**src/rtl/tetris_step_sequencer.sv**
```systemverilog
// Game-step controller for the Tetris playfield: gravity tick, move requests,
// lock and line-clear sequencing. Issues one command at a time to the grid
// datapath and waits for its single response before issuing the next.
//
// state    | meaning
// ---------+-----------------------------------------------------------
// S_IDLE   | no game; waiting for start
// S_CLR    | CLEAR the grid
// S_SPAWN  | SPAWN a new piece; collision ends the game
// S_WAIT   | piece in play; waiting for a move request or gravity tick
// S_MOVE   | TEST(dx,0) for a requested sideways move
// S_MCOMMIT| COMMIT(dx,0) after a free sideways move
// S_FALL   | TEST(0,+1) for gravity
// S_FCOMMIT| COMMIT(0,+1) after a free fall
// S_LOCK   | LOCK the piece into the grid
// S_SCAN   | ROWFULL(row), scanning from the bottom row up
// S_SHIFT  | SHIFT(row) to remove a full row
// S_OVER   | game over; waiting for start
module tetris_step_sequencer #(
  parameter int ROWS     = 16,
  parameter int ROW_W    = 4,
  parameter int TICK_DIV = 32768
) (
  input  logic             clk,
  input  logic             reset,
  input  logic             start,
  input  logic             ctrl1,
  input  logic             ctrl2,
  output logic             cmd_valid,
  output logic [2:0]       cmd_op,
  output logic [1:0]       cmd_dx,
  output logic             cmd_dy,
  output logic [ROW_W-1:0] cmd_row,
  input  logic             cmd_ready,
  input  logic             rsp_valid,
  input  logic             rsp_hit,
  output logic [15:0]      lines_cleared,
  output logic             piece_locked,
  output logic             game_over,
  output logic             busy
);

  localparam int CNT_W = $clog2(TICK_DIV);
  localparam logic [CNT_W-1:0] TICK_LAST = CNT_W'(TICK_DIV - 1);
  localparam logic [ROW_W-1:0] ROW_LAST  = ROW_W'(ROWS - 1);

  localparam logic [2:0] OP_CLEAR   = 3'd0;
  localparam logic [2:0] OP_SPAWN   = 3'd1;
  localparam logic [2:0] OP_TEST    = 3'd2;
  localparam logic [2:0] OP_COMMIT  = 3'd3;
  localparam logic [2:0] OP_LOCK    = 3'd4;
  localparam logic [2:0] OP_ROWFULL = 3'd5;
  localparam logic [2:0] OP_SHIFT   = 3'd6;

  localparam logic [1:0] DX_LEFT  = 2'b11;
  localparam logic [1:0] DX_RIGHT = 2'b01;

  typedef enum logic [3:0] {
    S_IDLE, S_CLR, S_SPAWN, S_WAIT, S_MOVE, S_MCOMMIT,
    S_FALL, S_FCOMMIT, S_LOCK, S_SCAN, S_SHIFT, S_OVER
  } state_t;

  state_t             state_q, state_d;
  logic               outstanding_q, outstanding_d;
  logic [ROW_W-1:0]   row_q, row_d;
  logic [CNT_W-1:0]   tick_cnt_q, tick_cnt_d;
  logic               tick_pending_q, tick_pending_d;
  logic               move_pending_q, move_pending_d;
  logic [1:0]         move_dx_q, move_dx_d;
  logic               ctrl1_q, ctrl2_q;
  logic               cmd_valid_d, cmd_dy_d, locked_d;
  logic [2:0]         cmd_op_d;
  logic [1:0]         cmd_dx_d;
  logic [ROW_W-1:0]   cmd_row_d;
  logic [15:0]        lines_d;

  logic               issue, clr_tick, clr_move;
  logic [2:0]         issue_op;
  logic [1:0]         issue_dx;
  logic               issue_dy;
  logic [ROW_W-1:0]   issue_row;

  logic running, can_issue, rsp_done, tick_wrap, rise1, rise2;

  // The tick and the buttons only matter while a game is in progress.
  assign running   = (state_q != S_IDLE) && (state_q != S_OVER);
  assign can_issue = !cmd_valid && !outstanding_q;
  assign rsp_done  = outstanding_q && rsp_valid;
  assign tick_wrap = running && (tick_cnt_q == TICK_LAST);
  assign rise1     = ctrl1 && !ctrl1_q;
  assign rise2     = ctrl2 && !ctrl2_q;

  assign game_over = (state_q == S_OVER);
  assign busy      = !(state_q inside {S_IDLE, S_WAIT, S_OVER});

  // State, command and bookkeeping registers.
  always_ff @(posedge clk or negedge reset) begin
    if (!reset) begin
      state_q        <= S_IDLE;
      cmd_valid      <= 1'b0;
      cmd_op         <= 3'd0;
      cmd_dx         <= 2'd0;
      cmd_dy         <= 1'b0;
      cmd_row        <= '0;
      outstanding_q  <= 1'b0;
      row_q          <= '0;
      lines_cleared  <= 16'd0;
      piece_locked   <= 1'b0;
      tick_cnt_q     <= '0;
      tick_pending_q <= 1'b0;
      move_pending_q <= 1'b0;
      move_dx_q      <= 2'd0;
      ctrl1_q        <= 1'b0;
      ctrl2_q        <= 1'b0;
    end else begin
      state_q        <= state_d;
      cmd_valid      <= cmd_valid_d;
      cmd_op         <= cmd_op_d;
      cmd_dx         <= cmd_dx_d;
      cmd_dy         <= cmd_dy_d;
      cmd_row        <= cmd_row_d;
      outstanding_q  <= outstanding_d;
      row_q          <= row_d;
      lines_cleared  <= lines_d;
      piece_locked   <= locked_d;
      tick_cnt_q     <= tick_cnt_d;
      tick_pending_q <= tick_pending_d;
      move_pending_q <= move_pending_d;
      move_dx_q      <= move_dx_d;
      ctrl1_q        <= ctrl1;
      ctrl2_q        <= ctrl2;
    end
  end

  // Next-state, command issue, handshake, tick and move-capture logic.
  always_comb begin
    state_d        = state_q;
    cmd_valid_d    = cmd_valid;
    cmd_op_d       = cmd_op;
    cmd_dx_d       = cmd_dx;
    cmd_dy_d       = cmd_dy;
    cmd_row_d      = cmd_row;
    outstanding_d  = outstanding_q;
    row_d          = row_q;
    lines_d        = lines_cleared;
    locked_d       = 1'b0;
    tick_cnt_d     = tick_cnt_q;
    tick_pending_d = tick_pending_q;
    move_pending_d = move_pending_q;
    move_dx_d      = move_dx_q;
    issue          = 1'b0;
    issue_op       = OP_CLEAR;
    issue_dx       = 2'd0;
    issue_dy       = 1'b0;
    issue_row      = '0;
    clr_tick       = 1'b0;
    clr_move       = 1'b0;

    if (cmd_valid && cmd_ready) begin
      cmd_valid_d   = 1'b0;
      outstanding_d = 1'b1;
    end
    if (rsp_done) outstanding_d = 1'b0;

    case (state_q)
      S_IDLE, S_OVER: begin
        if (start) begin
          state_d = S_CLR;
          lines_d = 16'd0;
        end
      end
      S_CLR: begin
        if (can_issue) begin
          issue    = 1'b1;
          issue_op = OP_CLEAR;
        end
        if (rsp_done) state_d = S_SPAWN;
      end
      S_SPAWN: begin
        if (can_issue) begin
          issue    = 1'b1;
          issue_op = OP_SPAWN;
        end
        if (rsp_done) state_d = rsp_hit ? S_OVER : S_WAIT;
      end
      S_WAIT: begin
        if (move_pending_q)      state_d = S_MOVE;
        else if (tick_pending_q) state_d = S_FALL;
      end
      S_MOVE: begin
        if (can_issue) begin
          issue    = 1'b1;
          issue_op = OP_TEST;
          issue_dx = move_dx_q;
          clr_move = 1'b1;
        end
        if (rsp_done) state_d = rsp_hit ? S_WAIT : S_MCOMMIT;
      end
      S_MCOMMIT: begin
        // cmd_dx still holds the offset that was just tested; move_dx_q may
        // already carry a newer request.
        if (can_issue) begin
          issue    = 1'b1;
          issue_op = OP_COMMIT;
          issue_dx = cmd_dx;
        end
        if (rsp_done) state_d = S_WAIT;
      end
      S_FALL: begin
        if (can_issue) begin
          issue    = 1'b1;
          issue_op = OP_TEST;
          issue_dy = 1'b1;
          clr_tick = 1'b1;
        end
        if (rsp_done) state_d = rsp_hit ? S_LOCK : S_FCOMMIT;
      end
      S_FCOMMIT: begin
        if (can_issue) begin
          issue    = 1'b1;
          issue_op = OP_COMMIT;
          issue_dy = 1'b1;
        end
        if (rsp_done) state_d = S_WAIT;
      end
      S_LOCK: begin
        if (can_issue) begin
          issue    = 1'b1;
          issue_op = OP_LOCK;
        end
        if (rsp_done) begin
          locked_d = 1'b1;
          row_d    = ROW_LAST;
          state_d  = S_SCAN;
        end
      end
      S_SCAN: begin
        if (can_issue) begin
          issue     = 1'b1;
          issue_op  = OP_ROWFULL;
          issue_row = row_q;
        end
        if (rsp_done) begin
          if (rsp_hit) begin
            if (lines_cleared != 16'hFFFF) lines_d = lines_cleared + 16'd1;
            state_d = S_SHIFT;
          end else if (row_q != '0) begin
            row_d = row_q - 1'b1;
          end else begin
            state_d = S_SPAWN;
          end
        end
      end
      S_SHIFT: begin
        // Rows above drop into this row, so it is scanned again.
        if (can_issue) begin
          issue     = 1'b1;
          issue_op  = OP_SHIFT;
          issue_row = row_q;
        end
        if (rsp_done) state_d = S_SCAN;
      end
      default: state_d = S_IDLE;
    endcase

    if (issue) begin
      cmd_valid_d = 1'b1;
      cmd_op_d    = issue_op;
      cmd_dx_d    = issue_dx;
      cmd_dy_d    = issue_dy;
      cmd_row_d   = issue_row;
    end

    if (running) tick_cnt_d = tick_wrap ? '0 : tick_cnt_q + 1'b1;
    if (clr_tick)  tick_pending_d = 1'b0;
    if (tick_wrap) tick_pending_d = 1'b1;

    // Buttons are ignored outside a game so a stale press cannot act on restart.
    if (clr_move) move_pending_d = 1'b0;
    if (running) begin
      if (rise1 && !ctrl2) begin
        move_pending_d = 1'b1;
        move_dx_d      = DX_LEFT;
      end else if (rise2 && !ctrl1) begin
        move_pending_d = 1'b1;
        move_dx_d      = DX_RIGHT;
      end
    end
  end

endmodule

```
**config.mk**
```make
export PLATFORM = sky130hd
export DESIGN_NAME = tetris_step_sequencer
export DESIGN_NICKNAME = d
export VERILOG_FILES = /design/src/rtl/tetris_step_sequencer.sv
export SDC_FILE = /design/constraint.sdc
export NUM_CORES = 1
export LEC_CHECK = 0
export BUFFER_PORTS_ARGS = -buffer_cell sky130_fd_sc_hd__buf_2
export CAP_MARGIN = 30
export CELL_PAD_IN_SITES_DETAIL_PLACEMENT = 0
export CELL_PAD_IN_SITES_GLOBAL_PLACEMENT = 2
export CORE_MARGIN = 3
export CORE_UTILIZATION = 32
export CTS_CLUSTER_SIZE = 28
export DETAILED_ROUTE_END_ITERATION = 8
export GPL_TIMING_DRIVEN = 0
export PLACE_DENSITY = 0.72
export SYNTH_ARGS = -nofsm -noshare
export SYNTH_HDL_FRONTEND = slang
export SYNTH_SLANG_ARGS = --single-unit
export TNS_END_PERCENT = 100
```
**constraint.sdc**
```tcl
create_clock -name clk -period 2.2 [get_ports clk]
set_clock_uncertainty 0.15 [all_clocks]
set_input_delay 0.33 -clock clk [delete_from_list [all_inputs] [get_ports clk]]
set_output_delay 0.33 -clock clk [all_outputs]
set_load 0.1 [all_outputs]
```
# Word level (Yosys, flattened, before mapping)
# Cells that the tools add are included.
[totals]
reg_bits = 58
in_bits = 8
wordCells = 145
output_inout_bits = 30
[op_classes]
n_mux = 58
reduce_logical = 38
eq_ne = 30
add_sub_neg = 3
[ops]
columns = ["operator", "count"]
rows = [
  ["two-way mux 4 bit", 20],
  ["two-way mux 16 bit", 4],
  ["case mux 4 bit (9 select lines)", 1],
  ["case mux 16 bit (2 select lines)", 1],
  ["!= test 2 bit (second input constant)", 12],
  ["two-way mux 1 bit", 18],
  ["case mux 3 bit (6 select lines)", 1],
  ["adder 16 x 1 -> 16 bit (second input constant)", 1],
  ["equality test 4 x 3 -> 1 bit (second input constant)", 4],
  ["equality test 4 bit (second input constant)", 4],
  ["!= test 16 bit (second input constant)", 1],
  ["adder 15 x 1 -> 15 bit (second input constant)", 1],
  ["equality test 15 bit (second input constant)", 1],
  ["two-way mux 15 bit", 1],
  ["two-way mux 2 bit", 6],
  ["two-way mux 3 bit", 4],
  ["nonzero test 2 bit", 6],
  ["OR reduction 2 bit", 6],
  ["AND reduction 10 bit", 1],
  ["AND reduction 5 bit", 2],
  ["logical AND 1 bit", 9],
  ["OR reduction 9 bit", 1],
  ["equality test 4 x 2 -> 1 bit (second input constant)", 2],
  ["case mux 4 bit (2 select lines)", 1],
  ["11 further kinds", 21],
]

# Depth between registers and ports, before layout
# Gate-level depths: netlist of run 1.
[depth]
word_depth = 8
depth_mapped = 8
ltp_nobuf = 7

# Least setup slack after synthesis of run 1
# No wires, ideal clock.
[synth_path]
kind = "reg-to-reg"
startpoint = "reg lines_cleared[1]"
endpoint = "reg lines_cleared[14]"
synth_period_minus_slack_ns = 2.736
setup_slack_ns = -0.536
n_path_buf = 1
required_time_ns = 1.924
arrival_time_ns = 2.460
setup_time_ns = 0.126
stages_incl_launch_ff = 7
path_cell_list = "dfrtp_1 > ha_1 > nand3_1 > nor3_1 > a21oi_1 > clkbuf_1 > a221o_1"
[synth_via]
elab_chain_cells = 5
elab_cells_between_ends = 8
classes_between = "add/sub (1); eq/ne (2); mux (4); reduce/logical (1)"
[synth_rtl]
columns = ["item", "line_no", "source"]
rows = [
  ["start: declaration", "37", "output logic [15:0] lines_cleared,"],
  ["start signal: assignment", "124", "lines_cleared <= lines_d;"],
  ["adder 16 x 1 -> 16 bit", "245", "if (lines_cleared != 16'hFFFF) lines_d = lines_cleared + 16'd1;"],
  ["two-way mux 16 bit", "245", ""],
  ["two-way mux 16 bit", "244", "if (rsp_hit) begin"],
  ["two-way mux 16 bit", "243", "if (rsp_done) begin"],
  ["case mux 16 bit (2 select lines)", "165", "case (state_q)"],
]
# Several ways; a longest one is shown, not always the timed one. The select of a mux whose other input is x is not followed.
# A chain may end at the register's enable or synchronous reset.

# Worst setup path in the final report of run 1
[layout_path]
startpoint = "reg state_q[1]"
endpoint = "out busy"
[layout_via]
elab_chain_cells = 3
elab_cells_between_ends = 5
classes_between = "eq/ne (2); reduce/logical (3)"
[layout_rtl]
columns = ["item", "line_no", "source"]
rows = [
  ["start: declaration", "63", "state_t state_q, state_d;"],
  ["start signal: assignment", "116", "state_q <= state_d;"],
  ["equality test 4 x 2 -> 1 bit, or another cell as far along", "94", "assign busy = !(state_q inside {S_IDLE, S_WAIT, S_OVER});"],
  ["nonzero test 3 bit (*)", "94", ""],
  ["logical NOT 1 bit (*)", "94", ""],
  ["end: declaration", "40", "output logic busy"],
]
# Mark *: on every way between the ends. The rest lies on a longest branch, timed or not.

==> impl_metrics.json, run 1 <==
{
  "fin_crit_sh": 1.008,
  "final_nets": 401,
  "syn_inst": 328,
  "crit_chain": "or3_1, a21oi_2, inv_1, buf_6",
  "internal_power_uw": 2772,
  "wl_per_cell_um": 15.00,
  "grt_overflow": 0,
  "yosysMostFrequentCell": "dfrtp_1",
  "path_buf_inv": 2,
  "final_core_util": 0.4359,
  "synth_fp_nets": 339,
  "synthTopCellsByArea": "dfrtp_1 48%, o21ai_0 4.5%, nand2_1 4.1%",
  "clk_pin_slew_ns": 0.07,
  "ys_seq_area_frac": 0.4799,
  "fmax_ghz": 0.4511,
  "setup-violations-final": 2,
  "grt_max_degree": 59,
  "die_w_um": 103.2,
  "p_leak_uw": 0.001746,
  "synth_area_leader_cell": "dfrtp_1",
  "finalMaxSlewViolations": 0,
  "cts_tree": "built",
  "cts.sinks": 58,
  "core_mm2": 0.008934,
  "vias_per_cell": 5.250,
  "clkPwrFrac": 0.213,
  "crit_arrival_ns": 1.74,
  "hpwl_mm": 5.001,
  "clock-root-buffer": "clkbuf_8",
  "drive_gt1_frac": 0.2911,
  "p_sw_uw": 2407,
  "cp_max_fo": 5,
  "crit_type": "flop to output pin",
  "io_buffers": 37,
  "cp_slowest_cell": "dfrtp_2",
  "synth_cell_types": 50,
  "timing.final.ws_setup_ns": -0.01699,
  "power_frac_comb": 0.485,
  "seqPwrFrac": 0.302,
  "synth_top_cell_area_share": 0.4799,
  "critPathTopFamily": "flip-flops",
  "start_util": 0.3385,
  "antennaDiodeCount": 0,
  "vdd_drop_max_v": 0.001119,
  "yosys_warnings": 0,
  "antenna_found_initial": 0,
  "h-tree-depth": 3,
  "area_growth_pct": 28.75,
  "crit_path_start_kind": "flop",
  "min_period_ns": 2.217,
  "synth_common_cells": "58 x dfrtp_1, 33 x nand2_1, 27 x o21ai_0",
  "die_area_mm2": 0.01065,
  "switching_share": 0.4648,
  "synth_ff_type": "dfrtp_1",
  "rows": 34,
  "violations": "setup timing",
  "relSlewSlack": 0.4857,
  "clk_latency_ns": 0.34,
  "place_congestion": 0.7736,
  "grt_pass1_vias": 2609,
  "hold_violations": 0,
  "dr.pass1.iters": 4,
  "postRouteAntennaNets": 0,
  "status": "finished, violations left",
  "rsz0062_at_grt": "true",
  "fillers": 906,
  "worstPathRequired_ns": 1.72,
  "io_pins": 38,
  "tightestPinTransition_ns": 0.7715,
  "synth_area_per_cell_um2": 9.220,
  "die_h_um": 103.2,
  "hp-class": "input port to flop",
  "hold_slack_ns": 0.04189,
  "max_stage_delay_ns": 0.44,
  "drc": 0,
  "synth_edf_count": 0,
  "maxCapViolCount": 0,
  "async_flop_share": 1.000,
  "ctsLongestPathBuffers": 2,
  "grt_pass1_wl_mm": 12.91,
  "p_per_area_mw_per_mm2": 1330,
  "vias": 2641,
  "seq_area_mm2": 0.001478,
  "grt_use_total": 0.1539,
  "drt_iter0_drc": 102,
  "cts_buffers": 9,
  "multi_input_area_mm2": 0.001575,
  "routed_wl_mm": 7.545,
  "worstSetupEndpointType": "output pin",
  "power_uw": 5179,
  "syn-cell-area_mm2": 0.003024,
  "yosys_register_bits": 58
}
==> flip-flops by register name (all words and copies together), names as in the netlist <==
register	cells
piece_locked	1
state_q	4
tick_pending_q	1
move_pending_q	1
tick_cnt_q	15
ctrl2_q	1
row_q	4
cmd_row	4
cmd_valid	1
cmd_dy	1
ctrl1_q	1
lines_cleared	16
move_dx_q	2
cmd_dx	2
cmd_op	3
outstanding_q	1
==> power by group through the flow <==
stage                     Clock, uW  Combinational (uW)  Sequential [uW]
after global placement            0                2250             1550
after CTS                      1140                2440             1550
after floorplan                   0                1150             2200
after global routing           1190                2720             1610
final                          1100                2510             1570
after detailed placement          0                2250             1560
==> placed cells by master, fill, tap and decap left out, drive strengths merged, types with 2 or more instances in the layout <==
| master | synthesis | routed |
|---|---|---|
| dfrtp | 58 | 58 |
| nand2 | 33 | 33 |
| nor4 | 3 | 3 |
| o21a | 2 | 2 |
| or4 | 2 | 2 |
| nor2 | 25 | 25 |
| a31oi | 12 | 12 |
| a41oi | 2 | 2 |
| and3 | 5 | 5 |
| mux2i | 3 | 3 |
| buf | 7 | 54 |
| nor3b | 4 | 4 |
| bufinv | 0 | 2 |
| nand2b | 5 | 5 |
| a21oi | 18 | 18 |
| nor2b | 4 | 4 |
| a22o | 4 | 4 |
| o31ai | 2 | 2 |
| xnor2 | 6 | 6 |
| clkinv | 0 | 2 |
| a211oi | 2 | 2 |
| and4b | 3 | 3 |
| inv | 19 | 19 |
| nand4 | 10 | 10 |
| nand3 | 16 | 16 |
| xor2 | 7 | 7 |
| dlygate4sd3 | 0 | 3 |
| ha | 3 | 3 |
| mux2 | 3 | 3 |
| a221o | 2 | 2 |
| o21ai | 29 | 29 |
| o211ai | 2 | 2 |
| nor3 | 11 | 11 |
| a21o | 4 | 4 |
| clkbuf | 8 | 20 |
==> metrics by stage <==
step                       TNS, ns  setup WS, ns  std cells  area (um2)
after global routing       -0.3085      -0.07878        503        3894
after floorplan           -0.08699      -0.08429        328        3069
after global placement      -7.410       -0.5359        473        3390
final                     -0.02873      -0.01699        503        3894
after detailed placement    -7.448       -0.5271        473        3392
after CTS                 -0.09861      -0.05166        498        3790
==> final timing paths <==
kind / startpoint / endpoint / slack (ns) / cells past startpoint
worst min-delay path: rsp_valid / outstanding_q / 0.04 / 2
min in group asynchronous: reset / tick_cnt_q[10] / 0.47 / 2
worst max register to register: state_q[3] / state_q[1] / -0.01 / 7
worst min register to register: tick_cnt_q[14] / tick_cnt_q[14] / 0.32 / 1
max in group asynchronous: reset / lines_cleared[0] / 0.86 / 2
worst max-delay path: state_q[1] / busy / -0.02 / 4
==> timing repair <==
action,in CTS,in global routing
pin swaps,3,4
setup endpoints to repair,35,34
hold endpoints to repair,60,0
resized for setup,24,20
cloned,0,0
setup buffers,7,5
hold buffers,3,0
==> logic make-up after synthesis <==
logic type,synth area share
buffers and inverters,0.05006
AO/OA/AOI/OAI,0.1762
XOR/XNOR,0.03765
adder cells (fa/ha/maj),0.01241
multiplexers,0.02234
flip-flops,0.4799
AND/OR/NAND/NOR,0.2214
==> metal layers <==
layer	track usage	part of all wire
met3	0.04427	0.042
met5	0	0
met1	0.2040	0.48
met2	0.2412	0.46
met4	0.05378	0.015
==> final cells by class <==
type	instances	area share
Buffer	14	0.02539
Clock buffer	11	0.03631
Clock inverter	5	0.01992
Inverter	19	0.01832
Multi-Input combinational cell	236	0.4046
Sequential cell	58	0.3795
Tap cell	108	0.03470
Timing Repair Buffer	52	0.08130
No activity file was read; power rests on OpenSTA's default activity.
==> run 2: changes to the inputs <==
PLACE_DENSITY = not set   (was 0.72)
PLACE_DENSITY_LB_ADDON = 0.1   (was not set)
REMOVE_ABC_BUFFERS = 1   (was not set)
==> run 2 against run 1 <==
Net effect:
- the flow still finishes with violations (setup timing)
- sequential cell count did not move
- power fell by 2.0%
- design area rose by 1.7%
- first-iteration DRC count fell by 13%
- die area did not move
- maximum frequency fell by 0.87%
- combinational power rose by 2%
- global-route usage rose by 0.23 points
- critical path depth rose by 1
- critical endpoint is now state_q[1]
- largest cell class unchanged
- highest routed layer unchanged
==> impl_metrics.json, run 2 (synthesis results as in run 1) <==
{
  "drive_gt1_frac": 0.3025,
  "met2_usage": 0.2259,
  "maxCapViolCount": 0,
  "cts_buffers": 9,
  "start_util": 0.3385,
  "io_pins": 38,
  "grt_max_degree": 59,
  "grt_pass1_wl_mm": 12.98,
  "vias": 2618,
  "drc": 0,
  "routed_wl_mm": 7.864,
  "final_cell_mix": "54 x dfrtp_1, 34 x buf_2, 33 x nand2_1",
  "crit_path_start_kind": "flop",
  "grt_use_met3": 0.02414,
  "critPathTopFamily": "simple AND/OR/NAND/NOR gates",
  "power_uw": 5075,
  "vias_per_cell": 5.154,
  "seq_area_mm2": 0.001464,
  "dr.pass1.iters": 4,
  "grt_use_total": 0.1562,
  "core_mm2": 0.008934,
  "cp_max_fo": 8,
  "final_core_util": 0.4431,
  "timing.final.ws_setup_ns": -0.03644,
  "hpwl_mm": 4.776,
  "tightestPinTransition_ns": 0.7673,
  "hold_violations": 0,
  "worstSetupEndpointType": "flop",
  "antenna_found_initial": 0,
  "rsz0062_at_grt": "true",
  "rows": 34,
  "violations": "setup timing",
  "ctsLongestPathBuffers": 2,
  "clk_latency_ns": 0.34,
  "p_per_area_mw_per_mm2": 1282,
  "grt_overflow": 0,
  "final_nets": 406,
  "area_growth_pct": 30.91,
  "top_regs": "lines_cleared: 16 flops, tick_cnt_q: 15 flops",
  "min_period_ns": 2.236,
  "r2r_setup_slack_ns": -0.04,
  "place_congestion": 0.6939,
  "finalMaxSlewViolations": 0,
  "postRouteAntennaNets": 0,
  "die_area_mm2": 0.01065,
  "vdd_drop_max_v": 0.001369,
  "fillers": 906,
  "cts_tree": "built",
  "h-tree-depth": 3,
  "path_buf_inv": 0,
  "drt_iter0_drc": 89,
  "io_buffers": 37,
  "largest-register": "lines_cleared",
  "antennaDiodeCount": 0,
  "grtUsageMet1": 0.2321,
  "p_leak_uw": 0.001793,
  "clk_pin_slew_ns": 0.07,
  "setup-violations-final": 2,
  "crit_arrival_ns": 2.32,
  "die_h_um": 103.2,
  "fin_crit_sh": 1.017,
  "worstPathRequired_ns": 2.28,
  "multi_input_area_mm2": 0.001622,
  "fin_tns_setup_ns": -0.04557,
  "relSlewSlack": 0.4885,
  "wl_per_cell_um": 15.48,
  "hp-class": "input port to flop",
  "final_common_cell": "dfrtp_1",
  "crit_chain": "and4b_2, or2_4, a221o_1, a21o_1, mux2_4",
  "max_stage_delay_ns": 0.54,
  "crit_type": "flop to flop",
  "fmax_ghz": 0.4471,
  "cts.sinks": 58,
  "die_w_um": 103.2,
  "largest_register_ffs": 16,
  "status": "finished, violations left",
  "grt_pass1_vias": 2562,
  "cp_slowest_cell": "dfrtp_4",
  "clock-root-buffer": "clkbuf_8",
  "busiest_layer": "met1"
}
==> run 2: cell types whose count changed in the layout (fill, tap and decap cells not counted), sizes merged <==
cell	change
buf	+14
bufinv	-2
clkbuf	-9
clkinv	+1
clkinvlp	+1
==> run 2: final timing paths <==
kind                                startpoint               end  depth (start not counted)
worst max-delay path                state_q[0]        state_q[1]                          5
worst min-delay path                 rsp_valid     outstanding_q                          2
worst max register to register      state_q[0]        state_q[1]                          5
worst min register to register  tick_cnt_q[14]    tick_cnt_q[14]                          1
max in group asynchronous                reset        state_q[2]                          2
min in group asynchronous                reset  lines_cleared[6]                          2
==> run 2: power breakdown <==
part           leakage (uW)  switching, uW  internal (uW)
Combinational      0.000953           1690            868
Sequential         0.000755            299           1330
Clock             0.0000851            453            434
Total               0.00179           2440           2630
==> run 2: through the flow <==
stage | instances | cell area, um2 | setup WS [ns] | hold slack (ns)
2_1_floorplan | 313 | 2944 | -0.6255 | -0.1156
3_3_place_gp | 458 | 3264 | -2.067 | 0.3036
3_5_place_dp | 460 | 3288 | -1.039 | 0.3123
4_1_cts | 499 | 3745 | -0.03677 | 0.02647
5_1_grt | 508 | 3959 | -0.08360 | 0.05922
6_report | 508 | 3959 | -0.03644 | 0.04424
==> run 2: metal layers <==
layer | share of wire | up-vias | routed length, um
li1 | - | 1319 | -
met1 | 0.52 | 1249 | 4055
met2 | 0.44 | 40 | 3462
met3 | 0.029 | 10 | 230
met4 | 0.015 | 0 | 116
met5 | 0 | - | 0
==> run 2: final cells by class <==
| class | count | share of cell area |
|---|---|---|
| inverters | 19 | 0.01802 |
| multi-input cells | 236 | 0.4096 |
| clock inverters | 5 | 0.007585 |
| well taps | 108 | 0.03413 |
| flip-flops and latches | 58 | 0.3698 |
| repair buffers | 71 | 0.1252 |
| clock buffers | 11 | 0.03571 |
==> run 2: repair_timing <==
action / in CTS / in global routing
setup endpoints to repair: 45 / 32
endpoints found under the hold margin: 60 / 0
setup buffers: 20 / 9
hold buffers: 3 / 0
pin swaps: 5 / 12
gates resized for setup: 28 / 30
